## src/rtl/pinmux_cfg_loader.sv

```systemverilog
// pinmux_cfg_loader
// Boot-time programmer for the pinmux select registers. A start pulse snapshots
// the per-peripheral input selects and per-pad output selects, packs them five
// 6-bit fields per 32-bit word, writes every word over TL-UL with PutFullData
// and, when Verify is set, reads each word back with Get and compares it.
//
// Ports:
//   clk_i              clock
//   rst_ni             asynchronous active-low reset
//   start_i            single-cycle start pulse (ignored while busy)
//   periph_insel_cfg_i desired input select per peripheral, field k at [6k+:6]
//   mio_outsel_cfg_i   desired output select per pad, field k at [6k+:6]
//   tl_h_o             TL-UL host request (tl_h2d_t layout, 102 bits)
//   tl_h_i             TL-UL device response (tl_d2h_t layout, 68 bits)
//   busy_o             sequence in progress
//   done_o             one-cycle pulse at the end of a sequence
//   err_o              sticky error for the last run (d_error or readback miss)
//   mismatch_cnt_o     readback mismatches in the last run, saturating at 15
module pinmux_cfg_loader #(
  parameter int          NPeriphIn      = 32,
  parameter int          NMioPads       = 32,
  parameter logic [31:0] BaseAddr       = 32'h4007_0000,
  parameter logic [31:0] PeriphInselOfs = 32'h04,
  parameter logic [31:0] MioOutselOfs   = 32'h20,
  parameter logic [7:0]  SourceId       = 8'h00,
  parameter bit          Verify         = 1'b1
) (
  input  logic                   clk_i,
  input  logic                   rst_ni,
  input  logic                   start_i,
  input  logic [6*NPeriphIn-1:0] periph_insel_cfg_i,
  input  logic [6*NMioPads-1:0]  mio_outsel_cfg_i,
  output logic [101:0]           tl_h_o,
  input  logic [67:0]            tl_h_i,
  output logic                   busy_o,
  output logic                   done_o,
  output logic                   err_o,
  output logic [3:0]             mismatch_cnt_o
);

  localparam int NWi  = (NPeriphIn + 4) / 5;
  localparam int NWo  = (NMioPads + 4) / 5;
  localparam int NW   = NWi + NWo;
  localparam int IdxW = (NW > 1) ? $clog2(NW) : 1;

  localparam logic [2:0] StIdle  = 3'd0;
  localparam logic [2:0] StWrReq = 3'd1;
  localparam logic [2:0] StWrRsp = 3'd2;
  localparam logic [2:0] StRdReq = 3'd3;
  localparam logic [2:0] StRdRsp = 3'd4;
  localparam logic [2:0] StDone  = 3'd5;

  logic [2:0]             state_q, state_d;
  logic [IdxW-1:0]        idx_q, idx_d;
  logic [6*NPeriphIn-1:0] insel_q, insel_d;
  logic [6*NMioPads-1:0]  outsel_q, outsel_d;
  logic                   err_q, err_d;
  logic [3:0]             cnt_q, cnt_d;

  logic [31:0] words [NW];
  logic [31:0] curWord;
  logic [31:0] curAddr;
  logic [31:0] idxExt;
  logic        aValid, isRead, lastWord;

  // Response fields of the tl_d2h_t vector that this host consumes.
  logic        dValid, dError, aReady;
  logic [31:0] dData;
  logic        unusedRsp;

  assign dValid    = tl_h_i[67];
  assign dData     = tl_h_i[49:18];
  assign dError    = tl_h_i[1];
  assign aReady    = tl_h_i[0];
  assign unusedRsp = ^{tl_h_i[66:50], tl_h_i[17:2]};

  // Pack the snapshot into register words; unused slots and bits [31:30] stay 0.
  always_comb begin
    for (int w = 0; w < NW; w++) begin
      words[w] = '0;
    end
    for (int k = 0; k < NPeriphIn; k++) begin
      words[k / 5][6 * (k % 5) +: 6] = insel_q[6 * k +: 6];
    end
    for (int k = 0; k < NMioPads; k++) begin
      words[NWi + k / 5][6 * (k % 5) +: 6] = outsel_q[6 * k +: 6];
    end
  end

  // Insel words occupy indices 0..NWi-1, outsel words follow.
  assign idxExt   = 32'(idx_q);
  assign curWord  = words[idx_q];
  assign curAddr  = (idxExt < NWi) ? (BaseAddr + PeriphInselOfs + (idxExt << 2))
                                   : (BaseAddr + MioOutselOfs + ((idxExt - NWi) << 2));
  assign lastWord = (idx_q == IdxW'(NW - 1));

  assign aValid = (state_q == StWrReq) || (state_q == StRdReq);
  assign isRead = (state_q == StRdReq);

  // Request fields are zeroed whenever no request is pending; d_ready is tied high.
  assign tl_h_o = {aValid,
                   aValid ? (isRead ? 3'd4 : 3'd0) : 3'd0,
                   3'd0,
                   aValid ? 2'd2 : 2'd0,
                   aValid ? SourceId : 8'h00,
                   aValid ? curAddr : 32'h0,
                   aValid ? 4'hF : 4'h0,
                   (aValid && !isRead) ? curWord : 32'h0,
                   16'h0,
                   1'b1};

  assign busy_o         = (state_q != StIdle) && (state_q != StDone);
  assign done_o         = (state_q == StDone);
  assign err_o          = err_q;
  assign mismatch_cnt_o = cnt_q;

  always_comb begin
    state_d  = state_q;
    idx_d    = idx_q;
    insel_d  = insel_q;
    outsel_d = outsel_q;
    err_d    = err_q;
    cnt_d    = cnt_q;
    case (state_q)
      StIdle: begin
        if (start_i) begin
          state_d  = StWrReq;
          idx_d    = '0;
          insel_d  = periph_insel_cfg_i;
          outsel_d = mio_outsel_cfg_i;
          err_d    = 1'b0;
          cnt_d    = 4'd0;
        end
      end
      StWrReq: begin
        if (aReady) state_d = StWrRsp;
      end
      StWrRsp: begin
        if (dValid) begin
          if (dError) err_d = 1'b1;
          if (lastWord) begin
            idx_d   = '0;
            state_d = Verify ? StRdReq : StDone;
          end else begin
            idx_d   = idx_q + 1'b1;
            state_d = StWrReq;
          end
        end
      end
      StRdReq: begin
        if (aReady) state_d = StRdRsp;
      end
      StRdRsp: begin
        if (dValid) begin
          // An errored response carries no trustworthy data, so it is not compared.
          if (dError) begin
            err_d = 1'b1;
          end else if (dData != curWord) begin
            err_d = 1'b1;
            if (cnt_q != 4'hF) cnt_d = cnt_q + 4'd1;
          end
          if (lastWord) begin
            state_d = StDone;
          end else begin
            idx_d   = idx_q + 1'b1;
            state_d = StRdReq;
          end
        end
      end
      StDone: begin
        state_d = StIdle;
      end
      default: begin
        state_d = StIdle;
      end
    endcase
  end

  always_ff @(posedge clk_i or negedge rst_ni) begin
    if (!rst_ni) begin
      state_q  <= StIdle;
      idx_q    <= '0;
      insel_q  <= '0;
      outsel_q <= '0;
      err_q    <= 1'b0;
      cnt_q    <= 4'd0;
    end else begin
      state_q  <= state_d;
      idx_q    <= idx_d;
      insel_q  <= insel_d;
      outsel_q <= outsel_d;
      err_q    <= err_d;
      cnt_q    <= cnt_d;
    end
  end

endmodule

```

## config.mk

```make
export PLATFORM = sky130hd
export DESIGN_NAME = pinmux_cfg_loader
export DESIGN_NICKNAME = d
export VERILOG_FILES = /design/src/rtl/pinmux_cfg_loader.sv
export SDC_FILE = /design/constraint.sdc
export NUM_CORES = 1
export LEC_CHECK = 0
export BUFFER_PORTS_ARGS = -buffer_cell sky130_fd_sc_hd__buf_2
export CAP_MARGIN = 10
export CORE_AREA = 8 8 213 215
export CTS_CLUSTER_SIZE = 14
export DETAILED_ROUTE_END_ITERATION = 8
export DIE_AREA = 0 0 221 223
export PLACE_DENSITY = 0.73
export RECOVER_POWER = 100
export SLEW_MARGIN = 20
export SYNTH_ARGS = -nofsm -noshare
export SYNTH_HDL_FRONTEND = slang
export SYNTH_SLANG_ARGS = --single-unit
```

## constraint.sdc

```tcl
create_clock -name clk_i -period 3.7 [get_ports clk_i]
set_input_delay 0.185 -clock clk_i [delete_from_list [all_inputs] [get_ports clk_i]]
set_output_delay 0.185 -clock clk_i [all_outputs]
set_load 0.02 [all_outputs]
```

Yosys cells after proc, flatten, opt, wreduce, memory -nomap -nowiden. Cells that the tools add are included.

Eq/ne operators: 20. Add/sub/neg operators: 5. Order comparisons: 2. Reductions and logical operators: 13. Bitwise logic cells: 1. Multiplexer cells: 36.

Operators with widths (count): 2-to-1 mux 32 bit (5); binary-select mux 32 bit (select 4 bit) (1); 2-to-1 mux 4 bit (10); adder 31 x 32 -> 32 bit, first input constant (1); adder 31 x 6 -> 32 bit, first input constant (1); != test 32 bit (1); 2-to-1 mux 3 bit (8); != test 2 bit, second input constant (10); case mux 3 bit (5 select lines) (1); case mux 4 bit (3 select lines) (1); AND reduction 6 bit (2); AND reduction 5 bit (2); adder 4 x 1 -> 4 bit, second input constant (2); case mux 4 bit (2 select lines) (1); == test 3 x 2 -> 1 bit, second input constant (2); == test 3 bit, second input constant (2); 2-to-1 mux 1 bit (6); != test 3 bit, second input constant (2); nonzero test 3 bit (2); greater-or-equal comparator 5 bit, second input constant (1); NOT 4 -> 5 bit (1); subtractor 4 x 3 -> 5 bit, second input constant (1); == test 4 bit, second input constant (1); less-than comparator 4 x 3 -> 1 bit, second input constant (1); other kinds (10) (12).

Logic and storage cells: 83. Register bits: 396. Input port bits: 455.

Depth between registers and ports, before layout.
Word-level depth: 9. Gate-level depth with buffers: 15. Mapped depth without buffers: 10.

Worst setup path after synthesis. No wires, ideal clock.

Kind: flip-flop to flip-flop. Start: register idx_q[0]. End: register cnt_q[0] (netlist: mismatch_cnt_o[0]). Path slack: 405 ps. Stages on the path, launching flop included: 15. Data arrival time: 3168 ps. Clock period less this slack: 3295 ps. Setup time: 128 ps. Data required time: 3572 ps. Buffers on the path: 4. Path through: dfrtp_1 > buf_2 > buf_6 > buf_4 > mux2i_1 > o22ai_1 > a2111oi_0 > a21oi_1 > xor2_1 > nor3_1 > nand4_1 > or4_1 > buf_2 > nand2_1 > mux2_1.

Cells in the longest elaborated chain, start to end: 7.

RTL lines: start: declaration (RTL line 54) `logic [IdxW-1:0] idx_q, idx_d;`; start signal: assignment (RTL line 189) `idx_q <= idx_d;`; NOT 4 -> 5 bit (implied by the code) (RTL line 92) `assign curWord = words[idx_q];`; binary-select mux 32 bit (select 4 bit) (RTL line 92); 2-to-1 mux 32 bit (implied by the code) (2 in a row) (RTL line 92); != test 32 bit (RTL line 158) `end else if (dData != curWord) begin`; != test 2 bit (no source line); AND reduction 6 bit (no source line); end signal: assignment (RTL line 193) `cnt_q <= cnt_d;`; end: declaration (RTL line 58) `logic [3:0] cnt_q, cnt_d;`.

No other way between the ends. The select of a mux whose other input is x is not followed. A chain may end at the register's enable or synchronous reset.

Final worst setup path.
Start: register idx_q[0]. End: register cnt_q[2] (netlist: mismatch_cnt_o[2]).

The elaborated chain is that of the path after synthesis.

==> results.md <==
Synthesis:
- After synthesis the cells add up to 0.0195 sq mm.
- The synthesized netlist devotes 5.74% of its cell area to compound gates.
- The multiplexer fraction of the synthesized cell area is 10.3%.
- After synthesis, the netlist uses 63 different library cells.
- The gate count of the mapped netlist is 2,228.
- Sequential cells were found to cover 50.9% of the synthesized design area.
- Of the total synthesized cell area, the portion taken by AND, OR, NAND and NOR gates is 25.6%.
- After synthesis, the largest family of logic cells by area is simple AND/OR/NAND/NOR gates.
- Yosys mapped a number of flops with a built-in enable equal to 0.
- Counting flops and latches in the post-synthesis netlist gives 396.
- The adder-cell area share of the yosys netlist is 0.257%.
- The count of warnings emitted by yosys is 0.
- A synthesized cell averages 8.74 sq um.
- For this run, asynchronously set or reset flops after synthesis account for 100%.
- The primary flip-flop cell chosen by synthesis mapping is dfrtp_1.
- After Yosys synthesis, XOR and XNOR cells account for 1.08% of the synthesized area.

Placement:
- In this run the tool buffered the top-level ports with 483 buffer cells.
- The total half-perimeter wirelength after legalization and detailed placement is 53,500 um.
- The final weighted congestion of routability-driven global placement is 0.977.

Clock tree:
- The tree is rooted in a clkbuf_16.
- The maximum level of the CTS H-tree is 2.
- In this run the post-CTS setup repair buffer count came out at 0.
- The source-to-sink clock delay at the later pin of the worst-skew pair is 560 ps.
- For this design, the sink count on the clock tree is 396.
- The clock passes through at most 3 buffers.
- The number of buffers created by CTS is 43.
- After clock tree synthesis, the clock-pin slew on the worst setup and hold paths is 70 ps.
- TritonCTS built the clock tree.

Flow run:
- Across the run, the number of max-cap violations was 3.

Timing:
- Clock skew on the completed layout was measured at 16.7 ps.
- Setup repair after global routing left no endpoint under its margin.
- The worst relative slew slack is -91.0%.
- The number of hold violations in the final report was 0.
- The timing-limited maximum frequency is 274 MHz.
- The number of max-slew violations in the final report is 475.
- The setup TNS after final layout is 0 ps.
- The clock period minus worst slack is 3650 ps.
- The share of the clock period used by the worst path after layout is 98.5%.
- The final number of setup-violating endpoints is 0.
- The actual transition at the worst max-transition pin is 2860 ps.
- The tightest hold path in the finished design has a slack of 199 ps.

Routing:
- The post-detailed-route count of antenna-violating nets is 0.
- The violation count after the first detailed-route iteration is 2,059.
- The remaining routing DRC violations is 0.
- After detailed routing, the average wire length per cell comes to 23.5 um.
- The first TritonRoute pass finished after 6 iterations.
- After detailed routing, the number of vias per cell comes to 5.52.
- The final route contains 20.1k vias.
- The final layout contains routed wiring with a total length of 85,400 um.

Pwr:
- Sequential cells burn 35.2% of the power.
- The highest ir drop seen on vdd is 0.501 mV.
- The combinational share of power is 43.6%.
- Dividing total power by cell area gives a power density of 781 mW/mm^2.
- The clock network accounts for 21.2% of the total power.
- In this run switching power makes up 41.4% of total power.
- The analysis attributes to cell leakage a power of 14.1 nW.
- Summed over all nets, the switching power comes to 8.93 mW.
- The design internal power is 12.7 mW.

Worst setup path:
- Along the worst path, the maximum fanout reaches 14.
- The worst setup path is launched from a flip-flop.
- Among all stages on the critical path, the largest delay is contributed by or4_4.
- Counting both buffers and inverters, the worst setup path holds a total of 3.
- The critical path goes through buf_12, buf_12, mux4_2, and2_1, a2bb2oi_1, xor2_1, nor4_2, nand4_1, or4_4, buf_4, a31o_1, a21oi_2.
- The family with the most delay on the worst path is simple AND/OR/NAND/NOR gates.
- The critical path data required time is 4180 ps.
- The critical path class is flip-flop to flip-flop.
- The cell repeated most along the worst path is buf_12.
- At the worst endpoint, the arrival time is 4130 ps.
- In this design, the stage delay of the slowest critical-path cell is 560 ps.
- The worst setup path is captured at a flip-flop.

Global route:
- The global-route wire length before repair is 128,000 um.
- The overall global routing resource usage is 34.1%.
- The number of antenna violations at the first check in global routing is 22.
- Entering global routing, the biggest net connects 201 pins.
- After global routing the overflow that remains totals 0.
- The via count of the first global-routing pass came to 21.1k.

Die:
- The die extent in y is 223 um.
- In this run the core area contains 76 standard-cell rows.
- The number of ports placed on the die boundary is 564.
- The core region is 0.0423 sq mm.
- The initial core utilization is 46.0%.
- The die covers 0.0493 sq mm.
- The width of the die is 221 um.

Finish:
- The final net count is 3,499.
- The area of combinational cells with multiple inputs is 0.00860 sq mm.
- The fraction of layout cells with a size suffix above 1 is 21.3%.
- Relative to the synthesized area, the layout overhead comes to 42.0%.
- In the final layout, flip-flops and latches occupy 0.00992 sq mm.
- The number of fill cells in the layout is 3,184.

Worst hold path:
- The tightest min-delay check is of the primary input to flip-flop type.

Run status:
- The checks that failed: capacitance limit, slew limit.
- The flow ran to the end, but the final reports show violations.
-- cell usage after synthesis (3+ instances only) --
master | instances | share of area, %
o221ai_1 | 7 | 0.31
a221o_1 | 14 | 0.72
nor3_1 | 23 | 0.59
a211oi_1 | 7 | 0.27
nand4_1 | 5 | 0.16
o21a_1 | 4 | 0.15
dfrtp_1 | 396 | 51
buf_2 | 13 | 0.33
a21o_1 | 6 | 0.23
o21ai_0 | 51 | 1.3
mux2_1 | 10 | 0.58
xor2_1 | 12 | 0.54
ha_1 | 4 | 0.26
nand2b_1 | 7 | 0.22
and2_1 | 4 | 0.13
buf_1 | 7 | 0.14
inv_1 | 17 | 0.33
clkbuf_1 | 106 | 2.0
a21oi_1 | 33 | 0.85
nor2_1 | 48 | 0.93
a22o_1 | 4 | 0.18
nor2b_1 | 8 | 0.26
mux2_2 | 18 | 1.0
buf_4 | 69 | 2.7
nand3_1 | 6 | 0.15
o22ai_1 | 23 | 0.74
xnor2_1 | 12 | 0.54
mux2i_1 | 50 | 2.6
or3_1 | 4 | 0.13
mux4_2 | 52 | 6.0
buf_6 | 7 | 0.40
nand3b_1 | 6 | 0.23
o21ai_1 | 3 | 0.077
and3_1 | 3 | 0.096
nand2_1 | 1151 | 22
-- power by group through the flow --
| stage | Combinational, mW | Clock (mW) | Sequential [mW] |
|---|---|---|---|
| 2_1_floorplan | 6.03 | 0 | 7.12 |
| 3_3_place_gp | 8.58 | 0 | 7.44 |
| 3_5_place_dp | 8.73 | 0 | 7.53 |
| 4_1_cts | 9.13 | 4.60 | 7.48 |
| 5_1_grt | 10.2 | 4.81 | 7.78 |
| 6_report | 9.41 | 4.57 | 7.60 |
-- flip-flops by register name, indices dropped and copies added (netlist names) --
signal and cells:
err_o 1, idx_q 4, insel_q 192, mismatch_cnt_o 4, outsel_q 192, state_q 3
-- final cells by class --
class	count	area share [%]
diodes	19	0.172
clock buffers	60	4.68
inverters	20	0.272
well taps	546	2.47
multi-input cells	1654	31.1
flip-flops and latches	396	35.9
repair buffers	925	24.7
clock inverters	18	0.738
-- cells in the final DEF, fill, tap and decap left out, drive strengths merged, types with 5 or more instances in the layout --
cell type,count
conb,47
dlygate4sd3,388
buf,479
xor2,12
nor2,48
o21ai,54
clkbuf,118
nand3,6
a21o,6
diode,19
clkinv,14
a221o,14
a21oi,34
o22ai,23
mux2,28
dfrtp,396
inv,19
nand2,1151
mux2i,50
nand3b,6
a211oi,7
nand2b,7
nor3,23
xnor2,12
mux4,53
nand4,5
nor2b,8
o221ai,9
-- repair_timing --
item / CTS / global route
pin swaps: 0 / 0
resized for setup: 1 / 12
hold buffers: 388 / 0
setup endpoints to repair: 2 / 4
hold endpoints to repair: 485 / 0
-- tightest hold or removal path, stage by stage --
cell and delay, ps:
buf_2 90, nor2b_1 150, nand2_1 170, nand2_1 70
nand2_1 60
-- per-stage QoR --
step | cells | setup WS (ps) | total power [mW] | instance area (sq um) | util (%)
floorplan | 2273 | 405 | 13.1 | 19600 | -
global placement | 3153 | 70.5 | 16.0 | 22300 | 52.7
detailed placement | 3153 | 25.7 | 16.3 | 22300 | 52.7
CTS | 3619 | 21.6 | 21.2 | 27700 | 65.4
global route | 3633 | 0.672 | 22.8 | 27600 | 65.3
finish | 3638 | 54.8 | 21.6 | 27600 | 65.3
-- path summary, 6_finish.rpt --
path / startpoint / endpoint / slack, ps / cells past startpoint
min in group asynchronous: rst_ni / insel_q[30] / 1070 / 2
setup reg to reg: idx_q[0] / mismatch_cnt_o[2] / 50 / 12
max in group asynchronous: rst_ni / insel_q[70] / 540 / 3
hold reg to reg: outsel_q[132] / outsel_q[132] / 470 / 2
hold / removal: start_i / outsel_q[21] / 200 / 5
setup / recovery: idx_q[0] / mismatch_cnt_o[2] / 50 / 12
-- kinds of logic after synthesis --
logic type	count (synthesis)
XOR/XNOR	24
other	2
multiplexers	131
adder cells (fa/ha/maj)	4
flip-flops	396
buffers and inverters	223
AO/OA/AOI/OAI	171
AND/OR/NAND/NOR	1277
-- per-layer routing --
layer | up-vias | part of all wire [%] | GRT usage (%)
met4 | 12 | 6.6 | 20.8
met1 | 9594 | 37 | 40.8
met5 | - | 0.10 | 0
li1 | 8734 | - | -
met2 | 1325 | 47 | 54.4
met3 | 404 | 9.3 | 9.81
(Power assumes the default switching activity.)
